==> src/rtl/serial_adder_ctrl.sv <==
// Nibble-serial WIDTH-bit add/subtract controller built around one 4-bit
// carry-lookahead slice, with valid/ready handshakes on request and result.

module m_adder4 (
  input  logic [3:0] a,
  input  logic [3:0] b,
  input  logic       cin,
  output logic [3:0] sum,
  output logic       cout
);

  logic [3:0] g;
  logic [3:0] p;
  logic [4:0] c;

  assign g = a & b;
  assign p = a ^ b;

  // Every carry is flattened from generate/propagate terms, so no carry
  // depends on a lower carry.
  assign c[0] = cin;
  assign c[1] = g[0] | (p[0] & cin);
  assign c[2] = g[1] | (p[1] & g[0]) | (p[1] & p[0] & cin);
  assign c[3] = g[2] | (p[2] & g[1]) | (p[2] & p[1] & g[0])
              | (p[2] & p[1] & p[0] & cin);
  assign c[4] = g[3] | (p[3] & g[2]) | (p[3] & p[2] & g[1])
              | (p[3] & p[2] & p[1] & g[0])
              | (p[3] & p[2] & p[1] & p[0] & cin);

  assign sum  = p ^ c[3:0];
  assign cout = c[4];

endmodule

module serial_adder_ctrl #(
  parameter int WIDTH = 32
) (
  input  logic             i_clk_1,
  input  logic             i_rst_1,
  input  logic             i_valid_1,
  output logic             o_ready_1,
  input  logic             i_sub_1,
  input  logic [WIDTH-1:0] i_operand1_32,
  input  logic [WIDTH-1:0] i_operand2_32,
  output logic             o_valid_1,
  input  logic             i_ready_1,
  output logic [WIDTH-1:0] o_result_32,
  output logic             o_cOut_1,
  output logic             o_overflow_1,
  output logic             o_zero_1
);

  localparam int NIB = WIDTH / 4;
  localparam int CW  = (NIB > 1) ? $clog2(NIB) : 1;
  localparam logic [CW-1:0] LAST = CW'(NIB - 1);

  localparam logic [1:0] IDLE = 2'd0;
  localparam logic [1:0] RUN  = 2'd1;
  localparam logic [1:0] DONE = 2'd2;

  logic [1:0]       state;
  logic [CW-1:0]    cnt;
  logic             carry;
  logic [WIDTH-1:0] op_a;
  logic [WIDTH-1:0] op_b;
  logic [WIDTH-1:0] acc;
  logic [WIDTH-1:0] acc_next;
  logic [WIDTH-1:0] result;
  logic             c_out;
  logic             ovf;
  logic             zero;

  logic [3:0]       nib_a;
  logic [3:0]       nib_b;
  logic [3:0]       nib_sum;
  logic             nib_cout;
  logic             last_nib;

  assign nib_a    = op_a[{cnt, 2'b00} +: 4];
  assign nib_b    = op_b[{cnt, 2'b00} +: 4];
  assign last_nib = (cnt == LAST);

  m_adder4 u_slice (
    .a    (nib_a),
    .b    (nib_b),
    .cin  (carry),
    .sum  (nib_sum),
    .cout (nib_cout)
  );

  // NOTE: the default assignment before the conditional write keeps this
  // block purely combinational; without it a latch would be inferred.
  always_comb begin
    acc_next = acc;
    acc_next[{cnt, 2'b00} +: 4] = nib_sum;
  end

  // Control and visible result state.
  always_ff @(posedge i_clk_1) begin
    if (i_rst_1) begin
      state  <= IDLE;
      cnt    <= '0;
      carry  <= 1'b0;
      result <= '0;
      c_out  <= 1'b0;
      ovf    <= 1'b0;
      zero   <= 1'b0;
    end else begin
      case (state)
        IDLE: begin
          if (i_valid_1) begin
            carry <= i_sub_1;
            cnt   <= '0;
            state <= RUN;
          end
        end
        RUN: begin
          carry <= nib_cout;
          if (last_nib) begin
            cnt    <= '0;
            result <= acc_next;
            zero   <= (acc_next == '0);
            c_out  <= nib_cout;
            ovf    <= (op_a[WIDTH-1] == op_b[WIDTH-1]) &
                      (nib_sum[3] != op_a[WIDTH-1]);
            state  <= DONE;
          end else begin
            cnt <= cnt + 1'b1;
          end
        end
        DONE: begin
          if (i_ready_1) begin
            state <= IDLE;
          end
        end
        default: begin
          state <= IDLE;
          cnt   <= '0;
        end
      endcase
    end
  end

  // NOTE: operand and partial-sum registers carry no reset; every nibble is
  // rewritten by a capture or a RUN cycle before anything observable uses it.
  always_ff @(posedge i_clk_1) begin
    if (state == IDLE && i_valid_1) begin
      op_a <= i_operand1_32;
      op_b <= i_sub_1 ? ~i_operand2_32 : i_operand2_32;
    end
    if (state == RUN) begin
      acc <= acc_next;
    end
  end

  assign o_ready_1    = (state == IDLE);
  assign o_valid_1    = (state == DONE);
  assign o_result_32  = result;
  assign o_cOut_1     = c_out;
  assign o_overflow_1 = ovf;
  assign o_zero_1     = zero;

endmodule

==> config.mk <==
export PLATFORM = sky130hd
export DESIGN_NAME = serial_adder_ctrl
export DESIGN_NICKNAME = d
export VERILOG_FILES = /design/src/rtl/serial_adder_ctrl.sv
export SDC_FILE = /design/constraint.sdc
export NUM_CORES = 1
export LEC_CHECK = 0
export CORE_UTILIZATION = 53
export DETAILED_ROUTE_END_ITERATION = 12
export GPL_ROUTABILITY_DRIVEN = 0
export HOLD_SLACK_MARGIN = 0.1
export PLACE_DENSITY = 0.85
export REMOVE_ABC_BUFFERS = 1
export SLEW_MARGIN = 20
export SYNTH_ARGS = -nofsm -noshare
export SYNTH_HDL_FRONTEND = slang
export SYNTH_HIERARCHICAL = 1
export SYNTH_SLANG_ARGS = --single-unit
==> constraint.sdc <==
create_clock -name i_clk_1 -period 8.2 [get_ports i_clk_1]
set_clock_uncertainty 0.15 [all_clocks]
set_input_delay 1.64 -clock i_clk_1 [delete_from_list [all_inputs] [get_ports i_clk_1]]
set_output_delay 1.64 -clock i_clk_1 [all_outputs]
set_load 0.05 [all_outputs]
# Yosys cells after proc, flatten, opt, wreduce, memory -nomap -nowiden
# Index checks and enable logic that the tools add are counted.
# word_totals
ff_bits	137
latch_bits	0
ramBits	0
rom_bits	0
input_bits	69
elab_cells	75
n_memories	0
# classes
add_sub_neg	2
multipliers	0
n_div	0
order_cmp	0
n_eq_ne	8
shift	4
n_mux	11
bitwise	32
reduce_logical	8
# ops
op	n
$shiftx A32 B6 Y4	2
$bwmux W32	1
$logic_not A32 Y1	1
$mux W32	1
$not A32 Y32	1
$shift A4 B7 Y32 const A	1
$shiftx A4 B7 Y32	1
$and A1 B1 Y1	17
$or A1 B1 Y1	10
$pmux W3 S3	1
$xor A4 B4 Y4	2
$neg A5 Y7	1
$mux W2	3
$mux W3	2
$pmux W2 S3	1
$reduce_and A2 Y1	3
$and A4 B4 Y4	1
$ne A2 B2 Y1 const B	2
$add A3 B1 Y3 const B	1
$eq A3 B3 Y1 const B	1
$reduce_and A3 Y1	1
$eq A2 B1 Y1 const B	1
$eq A2 B2 Y1 const B	1
$logic_not A2 Y1	1
8 further kinds	8

# Longest topological paths before layout
# Gate-level depths: netlist of the first run.
# depth
word_depth	10
mapped_depth	16

# Hierarchy
# Netlist of the first run, hierarchy kept.
# modules_own_cells
module	instances	cells_per_inst	area_each_um2	seq_area_each_um2
serial_adder_ctrl	1	498	6050.8	3703.6
m_adder4	1	17	147.6	0.0

# Worst setup path before layout of the first run
# No wires, ideal clock.
# synth_timing
kind	input -> register
from	in i_valid_1
to	reg carry
t_arrival_ns	7.098
path_slack_ns	0.860
cell_stages	3
n_path_buf	0
path_cell_list	nor3b_1 -> mux2i_1 -> a211oi_1
# synth_between
elab_chain_len	2
# synth_lines
element	line_no	rtl
start: declaration	40	input logic i_valid_1,
$ne A2 B2 Y1 (no line)	--	
$reduce_and A2 Y1 (no line)	--	
end signal: assignment	112	carry <= i_sub_1;
end signal: assignment	118	carry <= nib_cout;
end: declaration	63	logic carry;
# No other way between the ends.
# A chain may end at the register's enable or synchronous reset.

# Worst setup path in the final report of the first run
# layout_timing
from	reg cnt[0]
to	reg zero (netlist: o_zero_1)
# layout_between
elab_chain_len	10
elab_cells_between_ends	27
classes_between	add/sub (1); eq/ne (1); shift (4); mux (1); bitwise (18); reduce/logical (2)
# layout_lines
element	line_no	rtl
start: declaration	62	logic [CW-1:0] cnt;
start signal: assignment	128	cnt <= cnt + 1'b1;
$shiftx A32 B6 Y4 (*)	79	assign nib_a = op_a[{cnt, 2'b00} +: 4];
net nib_a[2]	73	logic [3:0] nib_a;
$xor A4 B4 Y4	17	assign p = a ^ b;
$and A1 B1 Y1, on equally long branches	24, 25	
$or A1 B1 Y1 (tied with other cells)	24	assign c[3] = g[2] | (p[2] & g[1]) | (p[2] & p[1] & g[0])
$or A1 B1 Y1 or $and A1 B1 Y1 (tied branches)	24, 25	
$or A1 B1 Y1 (*)	25	| (p[2] & p[1] & p[0] & cin);
$xor A4 B4 Y4 (*)	30	assign sum = p ^ c[3:0];
net nib_sum[3]	75	logic [3:0] nib_sum;
$shiftx A4 B7 Y32 (*)	95	acc_next[{cnt, 2'b00} +: 4] = nib_sum;
$bwmux W32 (*)	95	
$logic_not A32 Y1 (*)	122	zero <= (acc_next == '0);
end signal: assignment	122	
end: declaration	71	logic zero;
# The timed path passes the listed nets; every way through them passes the cells marked *.

==> results of run 1 <==
how the worst max path moves through the flow:
stage / to / slack (ns) / depth (start not counted)
2_1_floorplan: carry / 0.86 / 3
6_report: o_zero_1 / 3.74 / 13
3_3_place_gp: o_zero_1 / 3.96 / 13
5_1_grt: o_zero_1 / 3.46 / 13
3_5_place_dp: o_zero_1 / 3.80 / 13
4_1_cts: o_zero_1 / 3.80 / 13
routing by layer:
layer	vias up	wire length [µm]	GRT usage [%]
met5	-	0	0
met4	0	291	10.1
met3	30	772	6.53
met2	178	6510	40.4
met1	2002	5220	27.4
li1	2059	-	-
registers in the layout, indices dropped and copies added (netlist names):
signal and cells:
op_b 32, acc 32, o_result_32 32, carry 1, state 2, cnt 3
op_a 32, o_cOut_1 1, o_zero_1 1, o_overflow_1 1
cells by family (layout without fill, tap and decap cells):
kind of cell | count (synthesis) | count (layout)
muxes | 38 | 38
and+or+nand+nor | 183 | 183
adders and majority gates | 13 | 13
AOI/OAI and AO/OA | 65 | 65
buffers and inverters | 44 | 156
xor gates and xnor gates | 35 | 35
DFF | 137 | 137
cell usage in the layout (no fill, tap or decap), drive strengths merged, types with 2 or more instances in the layout:
master,count
dfxtp,41
buf,8
or3,3
nand3b,2
nand2,75
ha,12
mux2,19
xor2,33
mux2i,3
nor2,52
clkinvlp,4
nor4,8
a211oi,3
bufinv,4
nor3,23
o311ai,2
nand3,5
and3,5
o21ai,24
a21o,5
xnor2,2
mux4,16
a21oi,22
clkinv,6
o31ai,3
inv,13
clkdlybuf4s50,104
nand4b,2
clkbuf,17
nor3b,4
edfxtp,96
report_power, final:
group,internal (µW),total (µW),switching (µW),leakage [µW]
Sequential,790,810,19.5,0.00125
Combinational,89.2,204,115,0.00132
Clock,502,780,278,0.000282
Yosys cell counts, types with 2 or more instances:
cell / instances
sky130_fd_sc_hd__xor2_1: 33
sky130_fd_sc_hd__or3_1: 3
sky130_fd_sc_hd__nand4b_1: 2
sky130_fd_sc_hd__nand3b_1: 2
sky130_fd_sc_hd__a211oi_1: 3
sky130_fd_sc_hd__edfxtp_1: 96
sky130_fd_sc_hd__o21ai_0: 19
sky130_fd_sc_hd__buf_1: 3
sky130_fd_sc_hd__xnor2_1: 2
sky130_fd_sc_hd__a21oi_1: 22
sky130_fd_sc_hd__mux2i_1: 3
sky130_fd_sc_hd__inv_1: 13
sky130_fd_sc_hd__nor3b_2: 2
sky130_fd_sc_hd__nand2_1: 75
sky130_fd_sc_hd__o31ai_1: 3
sky130_fd_sc_hd__dfxtp_1: 41
sky130_fd_sc_hd__clkbuf_1: 21
sky130_fd_sc_hd__nor2_1: 51
sky130_fd_sc_hd__nand3_1: 4
sky130_fd_sc_hd__nor3_1: 22
sky130_fd_sc_hd__mux4_2: 16
sky130_fd_sc_hd__ha_1: 12
sky130_fd_sc_hd__o21ai_1: 5
sky130_fd_sc_hd__a21o_1: 5
sky130_fd_sc_hd__and3_1: 5
sky130_fd_sc_hd__nor4_1: 8
sky130_fd_sc_hd__mux2_2: 19
sky130_fd_sc_hd__buf_2: 6
metrics by stage:
step | power (µW) | utilization [%] | hold slack, ns | worst slack [ns]
6_report | 1790 | 69.9 | 0.304 | 3.74
5_1_grt | 1850 | 69.9 | 0.313 | 3.46
4_1_cts | 1800 | 69.8 | 0.305 | 3.80
3_5_place_dp | 1020 | 64.5 | 0.296 | 3.80
3_3_place_gp | 1010 | 64.5 | 0.290 | 3.96
2_1_floorplan | 937 | - | 0.382 | 0.860
cell type report:
cell class,count,area share [%]
sequential,137,46.4
inverter,14,0.659
clock buffer,17,5.33
clock inverter,13,2.26
timing repair buffer,112,13.8
tap,143,2.24
multi-input combinational,334,29.3
worst min-delay path, delay by kind of cell, from the launching register on:
kind | cells | cell delay [ns]
flip-flops | 1 | 0.31
AND/OR/NAND/NOR | 1 | 0.05
AO/OA/AOI/OAI | 1 | 0.05
==> impl_summary.txt, run 1 <==
----------------------------------------------------
[Global route]
  Pin count of the biggest net entering global routing ... 65
  Number of global-route vias before repair ... 4346
  Initial antenna violation count ... 0
  Global-route wire length before repair ... between 20 and 25 mm
  Total congestion overflow after global routing ... 0
  Global-route total usage across every layer ... about a quarter

[Worst setup path]
  Biggest fanout along the worst timing path ... 29
  Family of cells with the greatest summed delay on the critical path ... simple AND/OR/NAND/NOR gates
  Setup slack, reg-to-reg ... 3.74 ns
  CP arrival ... between 4 and 5 ns
  Most used cell along the critical path ... sky130_fd_sc_hd__nand2_1
  Critical path buffers and inverters ... 0
  Kind of capture point of the worst setup path ... register
  CP required ... 8.35 ns
  Worst Path Class, Setup ... reg2reg
  RR Startpoint ... cnt[0]
  R2R depth ... 13
  Delay of the slowest cell on the worst path ... just under 0.9 ns
  Worst reg2reg endpoint ... o_zero_1
  Type of element launching the critical path ... register
  Crit path launch ... cnt[0]
  Cell chain of the critical path ... mux4_2 > nand2_1 > nand2_1 > ha_1 > a21o_1 > a31o_1 > xor2_1 > nand4b_1 > nor3_1 > nor4_1 > and3_1 > nand3_1 > o31ai_1
  Critical Path Slowest Stage Cell ... sky130_fd_sc_hd__xor2_1

[Cells and area]
  Number of fillers in the final layout ... slightly below 800
  Final Instance Area ... approximately 8000 µm²
  Area of the multi-input gates ... around 2300 µm²
  FF+latch area ... between 3000 and 4000 µm²
  Diode insertion count for antenna repair ... 0
  Number of non-filler instances in the completed layout ... 770
  Area growth from synthesis to layout ... 28.7%
  NumNets Final ... between 600 and 700
  Share of post-route cells with drive strength above 1 ... about an eighth

[Route]
  Mean number of vias per cell ... 5.54
  Routed Antenna Nets ... 0
  DR vias ... roughly 4300
  TritonRoute pass-1 iters ... 5
  Initial DRC count ... 259
  DRC violations left ... 0
  DRT Wirelength ... ~13 mm
  DR WL/cell ... 16.6 µm

[Power]
  Leakage power summed over all cells ... roughly 0.0028 µW
  VDD IR max ... roughly 0.15 mV
  Power per cell area ... 225 nW/µm²

[STA]
  Number of slew-limit violations in the final report ... 0
  Setup tns final ... 0 ns
  Transition at the pin with the smallest max-transition slack ... ~1.2 ns
  Setup violations, final ... 0
  Timing-limited maximum frequency ... between 200 and 250 MHz
  Slew Limit Headroom ... between 20% and 30%
  Hold violation count in the final report ... 0
  Portion of the clock cycle consumed by the worst path in the final layout ... approximately 54%
  Post-layout min period ... 4.46 ns
  Setup repair after global routing missed its margin ... no

[Hold path]
  Hold wc startpoint ... o_result_32[4]
  Worst hold-check path type ... reg2reg
  Hold-critical path endpoint ... o_result_32[4]
  Min-Delay Path Depth ... 2

[Clocking]
  TritonCTS clock tree ... built
  CTS clk-pin slew, worst paths ... roughly 0.06 ns
  Maximum clock path buffer count ... 2
  Post-cts resize count ... 0
  Number of buffers inserted by hold repair at cts ... 0
  Root buffer cell ... sky130_fd_sc_hd__clkbuf_16
  Inserted Clock Buffers ... 17
  Clk sinks ... 137
  Postcts setup bufs ... 0
  Number of H-tree levels ... 4
  Clock latency on the worst-skew pair ... about 0.4 ns

[Logic synthesis]
  Post-Syn Instances ... around 520
  Top post-synthesis cells by area ... sky130_fd_sc_hd__edfxtp_1, sky130_fd_sc_hd__dfxtp_1, sky130_fd_sc_hd__mux4_2, sky130_fd_sc_hd__xor2_1, sky130_fd_sc_hd__nand2_1
  Post-synthesis async set-or-reset flop share ... 0%
  Number of enable flip-flop cells after synthesis ... between 90 and 100
  Synthesized-area fraction occupied by xor and xnor cells ... about 4.9%
  Synth warnings ... 6
  Fraction of the mapped netlist area in simple logic gates ... 13.8%
  Per-instance average area after synthesis ... around 12 µm²
  Portion of netlist area occupied by mux cells ... between 9 and 10%
  Area share of fa/ha/maj cells after synthesis ... 2.75%
  Synth Flop Type ... sky130_fd_sc_hd__edfxtp_1
  Sequential area share after synthesis ... around three fifths
  Synth Area in Compound Gates ... under 10%
  Post-synthesis cell type with the largest combined area ... sky130_fd_sc_hd__edfxtp_1
  Yosys reg bits ... approximately 140
  Top-area cell type share of the netlist area ... 46.5%
  Largest family of logic cells by synthesized area ... simple AND/OR/NAND/NOR gates
  Yosys cell types ... 47
  Cell Area, Synth ... between 6000 and 7000 µm²

[Placement]
  Post-detailed-placement cell area ... between 7000 and 8000 µm²
  Placed Cells ... 740
  Detailed Place HPWL ... between 8 and 9 mm
  Quantity of I/O buffers inserted on ports ... 105

[Floorplan]
  Site row count ... 39
  Boundary Pins ... around 110
  X dimension of the die ... about 110 µm
  Starting density of the core ... around 54%
  Area of the die ... roughly 12000 µm²
  DIE HEIGHT ... 110 µm
  Core ar. ... 11400 µm²

[Job]
  Max capacitance violation total ... 0

[Run status]
  Result of the run ... complete, no violations

----------------------------------------------------
No activity file was read; power rests on OpenSTA's default activity.
==> run 2, diff against run 1 <==
==> constraint.sdc (replaced) <==
create_clock -name i_clk_1 -period 4.2 [get_ports i_clk_1]
set_clock_uncertainty 0.15 [all_clocks]
set_input_delay 0.84 -clock i_clk_1 [delete_from_list [all_inputs] [get_ports i_clk_1]]
set_output_delay 0.84 -clock i_clk_1 [all_outputs]
set_load 0.05 [all_outputs]
==> run 2 against run 1 <==
Effect of this change: sequential power up 95%; via count is 1.2% higher; clock power up 95%; maximum frequency is 16% higher; die area is the same; cell area is 0.55% higher; combinational power is 100% higher; hold slack lost 0.00085 ns; cell count increased by 0.65%; flip-flop and latch count is the same; core utilization rose by 0.38 points; register-to-register slack got worse by 3.4 ns.
==> impl_summary.txt, run 2 (synthesis gave the netlist of run 1 again) <==
----------------------------------------------------
[STA]
  Setup tns final ... 0 ns
  Timing-limited maximum frequency ... approximately 260 MHz
  Post-layout min period ... roughly 3.8 ns
  Transition at the pin with the smallest max-transition slack ... between 0.8 and 0.9 ns
  Number of slew-limit violations in the final report ... 0
  Hold violation count in the final report ... 0
  Slew Limit Headroom ... between 40% and 50%
  Portion of the clock cycle consumed by the worst path in the final layout ... between 90% and 100%
  Setup violations, final ... 0
  Setup repair after global routing missed its margin ... no

[Worst setup path]
  Setup slack, reg-to-reg ... 0.35 ns
  R2R depth ... 13
  Critical Path Slowest Stage Cell ... sky130_fd_sc_hd__dfxtp_2
  RR Startpoint ... cnt[0]
  Delay of the slowest cell on the worst path ... about 0.71 ns
  Worst Path Class, Setup ... reg2reg
  CP arrival ... 4.04 ns
  Cell chain of the critical path ... mux4_2 > nand2_1 > nand2_1 > ha_1 > a21o_1 > a31o_1 > xor2_1 > buf_4 > o31ai_1 > mux2i_1 > nor4_1 > nand4b_1 > o31ai_1
  Type of element launching the critical path ... register
  Kind of capture point of the worst setup path ... register
  Worst reg2reg endpoint ... o_zero_1
  Family of cells with the greatest summed delay on the critical path ... compound AO/OA/AOI/OAI gates
  Biggest fanout along the worst timing path ... 17
  Critical path buffers and inverters ... 1
  CP required ... approximately 4.4 ns

[Global route]
  Number of global-route vias before repair ... roughly 4300
  Global-route total usage across every layer ... 23.1%
  Initial antenna violation count ... 0
  Global-route wire length before repair ... 20.6 mm
  Total congestion overflow after global routing ... 0
  Pin count of the biggest net entering global routing ... 65

[Floorplan]
  DIE HEIGHT ... roughly 110 µm
  X dimension of the die ... ~110 µm
  Area of the die ... around 12000 µm²
  Boundary Pins ... roughly 110
  Site row count ... 39
  Core ar. ... 11400 µm²
  Starting density of the core ... a little over half

[Cells and area]
  NumNets Final ... around 700
  Number of non-filler instances in the completed layout ... 775
  Highest-count cells in the layout ignoring fill and taps ... sky130_fd_sc_hd__clkdlybuf4s50_1, sky130_fd_sc_hd__edfxtp_1, sky130_fd_sc_hd__nand2_1
  Most frequent standard cell in the layout excluding fill and tap cells ... sky130_fd_sc_hd__clkdlybuf4s50_1
  Share of post-route cells with drive strength above 1 ... 13.4%
  Number of fillers in the final layout ... approximately 800
  Area growth from synthesis to layout ... 29.4%
  Diode insertion count for antenna repair ... 0

[Clocking]
  Clock latency on the worst-skew pair ... ~0.42 ns
  TritonCTS clock tree ... built
  CTS clk-pin slew, worst paths ... 0.06 ns
  Postcts setup bufs ... 0
  Root buffer cell ... sky130_fd_sc_hd__clkbuf_16
  Number of H-tree levels ... 4
  Inserted Clock Buffers ... 17
  Post-cts resize count ... 0
  Maximum clock path buffer count ... 2
  Number of buffers inserted by hold repair at cts ... 0
  Clk sinks ... around 140

[Route]
  DRC violations left ... 0
  DR vias ... roughly 4300
  DR WL/cell ... approximately 17 µm
  TritonRoute pass-1 iters ... 5
  Routed Antenna Nets ... 0
  Initial DRC count ... between 200 and 300
  Mean number of vias per cell ... 5.57
  DRT Wirelength ... 12.9 mm

[Hold path]
  Hold-critical path endpoint ... o_result_32[23]
  Worst hold-check path type ... reg2reg
  Hold wc startpoint ... o_result_32[23]
  Min-Delay Path Depth ... 2

[Power]
  VDD IR max ... between 0.2 and 0.3 mV
  Leakage power summed over all cells ... about 0.0029 µW
  Power per cell area ... about 440 nW/µm²

[Placement]
  Detailed Place HPWL ... 8.79 mm
  Quantity of I/O buffers inserted on ports ... roughly 110
  Placed Cells ... around 740

[Job]
  Max capacitance violation total ... 0

[Run status]
  Result of the run ... complete, no violations

----------------------------------------------------
-- run 2: cell types whose count changed in the layout (fill, tap and decap cells not counted) --
cell,delta
sky130_fd_sc_hd__clkinvlp_4,-2
sky130_fd_sc_hd__buf_4,+3
sky130_fd_sc_hd__clkinv_4,+1
sky130_fd_sc_hd__o311ai_2,+1
sky130_fd_sc_hd__xnor2_1,+1
sky130_fd_sc_hd__buf_12,+1
sky130_fd_sc_hd__clkinv_1,+2
sky130_fd_sc_hd__xnor2_2,-1
sky130_fd_sc_hd__o311ai_1,-1
-- run 2: metal layers --
layer  up-vias  track usage [%]  part of all wire [%]
met3        31             5.82                   5.8
li1       2060                -                     -
met1      2059             26.2                    40
met4         0             11.6                   2.3
met2       169             40.6                    52
met5         -                0                     0
-- run 2: how the worst max path moves through the flow --
stage | start | endpoint | slack [ns] | depth (start not counted)
floorplan | i_valid_1 | carry | -2.34 | 3
global placement | cnt[0] | o_zero_1 | 0.55 | 13
detailed placement | cnt[0] | o_zero_1 | 0.37 | 13
CTS | cnt[0] | o_zero_1 | 0.32 | 13
global route | cnt[0] | o_zero_1 | 0.11 | 13
finish | cnt[0] | o_zero_1 | 0.35 | 13
-- run 2: cell type report --
class,count,area [µm²],area share [%]
Tap cell,143,179,2.23
Timing Repair Buffer,116,1140,14.2
Multi-Input combinational cell,334,2340,29.1
Clock buffer,17,425,5.30
Inverter,14,52.6,0.655
Clock inverter,14,181,2.26
Sequential cell,137,3700,46.2
-- run 2: metrics by stage --
step,hold slack [ns],instance area (µm²),setup slack [ns],utilization [%],total power [µW]
after floorplan,0.382,6080,-2.34,-,1830
after global placement,0.292,7410,0.553,64.9,1990
after detailed placement,0.298,7410,0.366,64.9,2010
after CTS,0.306,8010,0.324,70.2,3530
after global routing,0.330,8020,0.109,70.2,3620
final,0.303,8020,0.352,70.2,3510
-- run 2: power by group --
part / switching [µW] / internal [µW] / total, µW
clock: 544 / 980 / 1520
sequential: 36.3 / 1540 / 1580
combinational: 218 / 190 / 408
-- run 2: tightest hold or removal path, stage by stage (launching register included) --
cell,delay (ns)
sky130_fd_sc_hd__dfxtp_1,0.31
sky130_fd_sc_hd__nand2_1,0.05
sky130_fd_sc_hd__a21oi_1,0.05
